`src/rtl/alu_pkg.sv`:
```
// Shared ALU definitions: FSM state encoding, nibble width and add/sub opcodes.
package alu_pkg;

    typedef enum logic [1:0] {
        IDLE = 2'd0,
        RUN  = 2'd1,
        DONE = 2'd2
    } state_e;

    localparam int NIBBLE_W = 4;

    localparam logic OP_ADD = 1'b0;
    localparam logic OP_SUB = 1'b1;

endpackage

```
`src/rtl/nibble_add_ci.sv`:
```
// Combinational 4-bit adder slice with carry-in; also exposes the carry into bit 3.
module nibble_add_ci
    import alu_pkg::*;
(
    input  logic [NIBBLE_W-1:0] a4,
    input  logic [NIBBLE_W-1:0] b4,
    input  logic                ci,
    output logic [NIBBLE_W-1:0] s4,
    output logic                co,
    output logic                c3
);

    logic [NIBBLE_W:0] total;

    assign total = {1'b0, a4} + {1'b0, b4} + {{NIBBLE_W{1'b0}}, ci};
    assign s4    = total[NIBBLE_W-1:0];
    assign co    = total[NIBBLE_W];
    // Sum bit 3 is a3^b3^c3, so the carry into the top bit falls out directly.
    assign c3    = s4[NIBBLE_W-1] ^ a4[NIBBLE_W-1] ^ b4[NIBBLE_W-1];

endmodule

```
`src/rtl/nibble_serial_adder.sv`:
```
// Nibble-serial WIDTH-bit add/subtract unit with valid/ready handshakes.
// Define NIBBLE_SERIAL_ADDER_FLAGS_EN to compute the zero and overflow flags.
module nibble_serial_adder
    import alu_pkg::*;
#(
    parameter int WIDTH = 16
) (
    input  logic             clk,
    input  logic             rst_n,
    input  logic             in_valid,
    output logic             in_ready,
    input  logic [WIDTH-1:0] a,
    input  logic [WIDTH-1:0] b,
    input  logic             sub,
    output logic             out_valid,
    input  logic             out_ready,
    output logic [WIDTH-1:0] result,
    output logic             carry_out,
    output logic             overflow,
    output logic             zero
);

    localparam int NIBBLES = WIDTH / NIBBLE_W;
    localparam int IDXW    = (NIBBLES > 1) ? $clog2(NIBBLES) : 1;

    state_e            state_q, state_d;
    logic [IDXW-1:0]   idx_q, idx_d;
    logic              carry_q, carry_d;
    logic [WIDTH-1:0]  a_q, a_d;
    logic [WIDTH-1:0]  b_q, b_d;
    logic [WIDTH-1:0]  result_q, result_d;

    logic [NIBBLE_W-1:0] sliceA, sliceB, sliceSum;
    logic                sliceCo, sliceC3;
    logic                lastNibble;

    assign sliceA     = a_q[int'(idx_q)*NIBBLE_W +: NIBBLE_W];
    assign sliceB     = b_q[int'(idx_q)*NIBBLE_W +: NIBBLE_W];
    assign lastNibble = (idx_q == IDXW'(NIBBLES - 1));

    nibble_add_ci u_slice (
        .a4 (sliceA),
        .b4 (sliceB),
        .ci (carry_q),
        .s4 (sliceSum),
        .co (sliceCo),
        .c3 (sliceC3)
    );

    always_ff @(posedge clk or negedge rst_n) begin
        if (!rst_n) begin
            state_q  <= IDLE;
            idx_q    <= '0;
            carry_q  <= 1'b0;
            a_q      <= '0;
            b_q      <= '0;
            result_q <= '0;
        end else begin
            state_q  <= state_d;
            idx_q    <= idx_d;
            carry_q  <= carry_d;
            a_q      <= a_d;
            b_q      <= b_d;
            result_q <= result_d;
        end
    end

    // Subtraction is A + ~B + 1: B is inverted at capture and the carry flop seeded with sub.
    always_comb begin
        state_d  = state_q;
        idx_d    = idx_q;
        carry_d  = carry_q;
        a_d      = a_q;
        b_d      = b_q;
        result_d = result_q;
        case (state_q)
            IDLE: begin
                if (in_valid) begin
                    a_d     = a;
                    b_d     = b ^ {WIDTH{sub}};
                    carry_d = (sub == OP_SUB);
                    idx_d   = '0;
                    state_d = RUN;
                end
            end
            RUN: begin
                result_d[int'(idx_q)*NIBBLE_W +: NIBBLE_W] = sliceSum;
                carry_d = sliceCo;
                idx_d   = idx_q + IDXW'(1);
                if (lastNibble) begin
                    state_d = DONE;
                end
            end
            DONE: begin
                if (out_ready) begin
                    state_d = IDLE;
                end
            end
            default: begin
                state_d = IDLE;
            end
        endcase
    end

    assign in_ready  = (state_q == IDLE);
    assign out_valid = (state_q == DONE);
    assign result    = result_q;
    assign carry_out = carry_q;

`ifdef NIBBLE_SERIAL_ADDER_FLAGS_EN
    logic zero_q, ovf_q;

    // Flags are captured on the final RUN edge, alongside the top nibble.
    always_ff @(posedge clk or negedge rst_n) begin
        if (!rst_n) begin
            zero_q <= 1'b0;
            ovf_q  <= 1'b0;
        end else if (state_q == RUN && lastNibble) begin
            zero_q <= (result_d == '0);
            ovf_q  <= sliceC3 ^ sliceCo;
        end
    end

    assign zero     = zero_q;
    assign overflow = ovf_q;
`else
    logic unusedC3;

    assign unusedC3 = sliceC3;
    assign zero     = 1'b0;
    assign overflow = 1'b0;
`endif

endmodule

```
`config.mk`:
```
export PLATFORM = sky130hd
export DESIGN_NAME = nibble_serial_adder
export DESIGN_NICKNAME = d
export VERILOG_FILES = /design/src/rtl/alu_pkg.sv /design/src/rtl/nibble_add_ci.sv /design/src/rtl/nibble_serial_adder.sv
export SDC_FILE = /design/constraint.sdc
export NUM_CORES = 1
export LEC_CHECK = 0
export ABC_AREA = 1
export BUFFER_PORTS_ARGS = -buffer_cell sky130_fd_sc_hd__buf_4
export CAP_MARGIN = 20
export CORE_AREA = 2 2 91 93
export CTS_BUF_LIST = sky130_fd_sc_hd__clkbuf_16
export CTS_CLUSTER_DIAMETER = 30
export DETAILED_ROUTE_END_ITERATION = 8
export DIE_AREA = 0 0 93 95
export PLACE_DENSITY = 0.65
export RECOVER_POWER = 25
export SLEW_MARGIN = 25
export SYNTH_ARGS = -nofsm -noshare
export SYNTH_HDL_FRONTEND = slang
export SYNTH_SLANG_ARGS = --single-unit
export TNS_END_PERCENT = 100
```
`constraint.sdc`:
```
create_clock -name clk -period 2.7 [get_ports clk]
set_input_delay 0 -clock clk [delete_from_list [all_inputs] [get_ports clk]]
set_output_delay 0 -clock clk [all_outputs]
set_load 0.05 [all_outputs]
```
; ---- Yosys cells after proc, flatten, opt, wreduce, memory -nomap -nowiden
; Cells that the tools add are included.
[word_totals]
regBits = 53
out_inout_bits = 21
input_bits = 37
elab_cells = 35
[classes]
n_mux = 9
shift = 4
reduce_logical = 5
add_sub_neg = 4
bitwise = 1
n_eq_ne = 6
[ops]
columns = operator, count
row1 = 4-bit negation with 33-bit output, 1
row2 = 4-bit by 33-bit variable shift with 16-bit output (first input constant), 1
row3 = 4-bit by 33-bit indexed part select with 16-bit output, 1
row4 = 16-bit by 5-bit indexed part select with 4-bit output, 2
row5 = 16-bit bitwise mux, 1
row6 = 16-bit XOR, 1
row7 = 2-bit two-way mux, 4
row8 = 2-bit one-hot mux with 3 select lines, 1
row9 = 4-bit by 4-bit adder with 5-bit output, 1
row10 = 5-bit by 1-bit adder with 5-bit output, 1
row11 = 2-bit == test (second input constant), 2
row12 = 2-bit != test (second input constant), 2
row13 = 2-bit one-hot mux with 2 select lines, 1
row14 = 2-bit AND reduction, 2
row15 = 3-bit AND reduction, 1
row16 = 2-bit by 1-bit adder with 2-bit output (second input constant), 1
row17 = 2-bit by 1-bit == test with 1-bit output (second input constant), 1
row18 = 2-bit logical NOT, 1
row19 = 2-bit by 1-bit != test with 1-bit output (second input constant), 1
row20 = 1-bit one-hot mux with 2 select lines, 1
row21 = 2-bit nonzero test, 1
row22 = 1-bit two-way mux, 1

; ---- Depth between registers and ports, before layout
[depth]
word_depth = 5
mapped_depth = 11
ltp_nobuf = 10

; ---- By module
; A second synthesis with hierarchy kept.
[hier_totals]
hier_cells = 368
hier_area_um2 = 2915.3
[by_module_without_submodules]
columns = module, cells_per_inst, n_inst, area_per_inst_um2, seq_area_each_um2
row1 = nibble_serial_adder, 337, 1, 2707.6, 1326.3
row2 = nibble_add_ci, 31, 1, 207.7, 0.0

; ---- Least setup slack after synthesis
; OpenSTA, ideal clock, no wires.
[synth_timing]
path_type = flip-flop to flip-flop
from = reg idx_q[1]
to = reg result_q[6] (netlist: result[6])
arrival_ns = 2.095
path_stages_with_launch = 10
period_less_slack_ns = 2.221
n_path_buf = 0
setup_ns = 0.125
setup_slack_ns = 0.479
t_required_ns = 2.575
path_cell_list = dfrtp_1 clkinv_1 o21ai_0 o22ai_1 fa_1 fa_1 xnor2_1 nor2_1 nand2_1 o21ai_1
[synth_between]
elab_chain_cells = 5
elab_cells_between_ends = 8
cone_classes = 3 x add/sub / 4 x shift / 1 x mux
[synth_rtl]
columns = item, line
row1 = "start, declared", nibble_serial_adder.sv:27  ; logic [IDXW-1:0] idx_q, idx_d;
row2 = "start signal, assigned", nibble_serial_adder.sv:60  ; idx_q <= idx_d;
row3 = "16-bit by 5-bit indexed part select with 4-bit output, on equally long branches", "nibble_serial_adder.sv:37, nibble_serial_adder.sv:38"
row4 = 4-bit by 4-bit adder with 5-bit output, nibble_add_ci.sv:15  ; assign total = {1'b0, a4} + {1'b0, b4} + {{NIBBLE_W{1'b0}}, ci};
row5 = 5-bit by 1-bit adder with 5-bit output, nibble_add_ci.sv:15
row6 = 4-bit by 33-bit indexed part select with 16-bit output, nibble_serial_adder.sv:87  ; result_d[int'(idx_q)*NIBBLE_W +: NIBBLE_W] = sliceSum;
row7 = 16-bit bitwise mux (*), nibble_serial_adder.sv:87
row8 = "end signal, assigned", nibble_serial_adder.sv:64  ; result_q <= result_d;
row9 = "end, declared", nibble_serial_adder.sv:31  ; logic [WIDTH-1:0] result_q, result_d;
; Every way passes the cells marked *; elsewhere a longest branch is shown, timed or not.
; A chain may end at the register's enable or synchronous reset.

; ---- Worst setup path after layout
; Ends and elaborated chain as after synthesis.

==> flow_summary.yaml <==
detailed_routing:
  first_pass_iters: 4
  antenna_left: 0
  vias: 2298
  wl_per_cell_um: 12.4
  initialDrtViolationCount: 94
  vias_per_cell: 4.67
  wl_um: 6120
  drc: 0
timing:
  fin_skew_ps: 2.82
  fmax_mhz: 423
  whs_ps: -2.58
  fin_setup_tns_ps: 0
  hold_viol: 1
  rsz0062_at_grt: "no"
  tightest_slew_ps: 1310
  min_period_ps: 2360
  finalSetupViolCount: 0
  post-route-period-util_pct: 87.5
  maxSlewViolCount: 0
  max_slew_margin_pct: 12.8
synthesis:
  synth_cells: 302
  synth_cell_types: 29
  synth-seq-cells: 53
  yosys_warnings: 0
  avgSynthCellArea_um2: 8.90
  yosysSeqAreaShare_pct: 49.4
  synth_area_um2: 2690
layout:
  final_nets: 433
  final_cell_mix: "83 x nand2_1, 58 x buf_4, 53 x dfrtp_1"
  diodes: 0
  final_common_cell: "nand2_1"
  areaGrowthSynthToFinish_pct: 35.9
  drive_above_1_share_pct: 22.0
  nFillCells: 803
clock_tree:
  clock_sinks: 53
  postCtsSetupBuffers: 0
  tritoncts: "done"
  cts_buffer_depth: 2
  htree_levels: 2
  clock_latency_ps: 290
  ctsResizeCount: 0
  clkTransAtPathRegs_ps: 70
  cts_made_buffers: 5
  cts_root_buf: "clkbuf_16"
pwr:
  total_power_uw: 4540
  power_density_nw_per_um2: 1240
  ir_worst_vdd_uv: 480
  p_leak_uw: 0.00177
grt:
  grt_pass1_vias: 2181
  met3_usage_pct: 3.35
  grt_pass1_wl_um: 10400
  grt-busiest-layer: "met2"
  grt_use_met1_pct: 20.6
  grt.met2_usage_pct: 23.4
  antenna_found_initial: 0
  grt-ovfl-total: 0
  grt_max_degree: 54
  grt.total_usage_pct: 14.8
outcome:
  violations: "negative hold slack"
  status: "complete, but fails checks"
floorplanning:
  initial_utilization_pct: 33.9
  fp-row-count: 33
  io_pins: 58
  die_h_um: 95
  die_w_um: 93
  die-area_um2: 8840
  core_um2: 7930
worst_setup_path:
  end_kind: "flip-flop"
  start_kind: "flip-flop"
  critical_path_required_ps: 2870
  ff2ff_setup_slack_ps: 340
  path_class: "flip-flop to flip-flop"
  crit_arrival_ps: 2530
  crit_fanout: 12
hold_path:
  holdCritPathClass: "input port to flip-flop"
place:
  hpwl_um: 4380
  gp_congestion: 0.843
  io_buffers: 55
run:
  max-cap-violations: 0
==> power by group <==
group	total, uW	leakage, uW	internal (uW)	switching [uW]
logic	2480	0.00100	852	1630
clock network	700	0.0000826	431	269
registers	1350	0.000678	1140	214
total	4540	0.00177	2420	2110
==> path summary, 6_finish.rpt <==
| check | startpoint | to | depth (start not counted) |
|---|---|---|---|
| max in group asynchronous | rst_n | idx_q[1] | 2 |
| min in group asynchronous | rst_n | result[9] | 2 |
| min | b[11] | b_q[11] | 3 |
| max reg2reg | idx_q[1] | result[6] | 9 |
| min reg2reg | a_q[10] | a_q[10] | 2 |
| max | idx_q[1] | result[6] | 9 |
==> cell usage after synthesis <==
| cell type | count | area, um^2 |
|---|---|---|
| a21oi_1 | 1 | 5.00 |
| buf_2 | 9 | 45.0 |
| buf_4 | 4 | 30.0 |
| buf_6 | 1 | 11.3 |
| clkbuf_4 | 1 | 7.51 |
| clkinv_1 | 1 | 3.75 |
| conb_1 | 1 | 3.75 |
| dfrtp_1 | 53 | 1330 |
| fa_1 | 2 | 40.0 |
| ha_1 | 8 | 100 |
| inv_1 | 14 | 52.6 |
| inv_2 | 3 | 11.3 |
| nand2_1 | 83 | 312 |
| nand2_2 | 1 | 6.26 |
| nand2_4 | 2 | 22.5 |
| nand3_1 | 7 | 35.0 |
| nand3_2 | 1 | 10.0 |
| nand4_1 | 3 | 18.8 |
| nor2_1 | 18 | 67.6 |
| nor2_2 | 2 | 12.5 |
| nor2_4 | 1 | 11.3 |
| nor3_1 | 1 | 5.00 |
| nor3_2 | 1 | 10.0 |
| o21ai_0 | 32 | 160 |
| o21ai_1 | 13 | 65.1 |
| o21ai_2 | 9 | 78.8 |
| o22ai_1 | 9 | 56.3 |
| o31ai_1 | 4 | 30.0 |
| xnor2_1 | 17 | 149 |
==> metrics by stage <==
step	instances	setup WS [ps]	area, um^2	hold WS (ps)	util (%)
2_1_floorplan	303	479	2690	-296	-
3_3_place_gp	452	447	3170	71.7	40.0
3_5_place_dp	452	352	3170	79.0	40.0
4_1_cts	492	347	3650	5.47	46.1
5_1_grt	492	71.8	3650	22.6	46.1
6_report	492	337	3650	-2.58	46.1
==> critical path, stage by stage, from the launching register on <==
cell and delay (ps):
dfrtp_1 350, clkinv_1 270, o21ai_0 190, o22ai_1 120
fa_1 450, fa_1 420, xnor2_1 240, nor2_1 70
nand2_1 80, o21ai_1 60
==> layer usage <==
| metal | vias to the layer above | part of all wire (%) |
|---|---|---|
| li1 | 1157 | - |
| met1 | 1077 | 47 |
| met2 | 59 | 47 |
| met3 | 5 | 4.8 |
| met4 | 0 | 0.75 |
| met5 | - | 0 |
==> logic make-up after synthesis <==
family	after synthesis	share of synthesized area, %
AO/OA/AOI/OAI	68	14.7
buffers and inverters	33	6.01
flip-flops	53	49.4
adder cells (fa/ha/maj)	10	5.22
XOR/XNOR	17	5.54
AND/OR/NAND/NOR	120	19.0
other	1	0.140
==> flip-flops by register name (all words and copies together) (netlist names) <==
register   cells
a_q           16
state_q        2
b_q           16
idx_q          2
result        16
carry_out      1
==> final cells by class <==
class | count | area [um^2] | area share (%)
repair buffers | 91 | 761 | 20.8
flip-flops and latches | 53 | 1330 | 36.3
well taps | 105 | 131 | 3.60
inverters | 18 | 67.6 | 1.85
clock inverters | 3 | 37.5 | 1.03
multi-input cells | 217 | 1200 | 32.9
clock buffers | 5 | 125 | 3.43
==> repair_timing <==
| action | CTS | global route |
|---|---|---|
| endpoints found under the hold margin | 84 | 0 |
| endpoints found under the setup margin | 0 | 0 |
| hold buffers | 32 | 0 |
No activity file was read; power rests on OpenSTA's default activity.
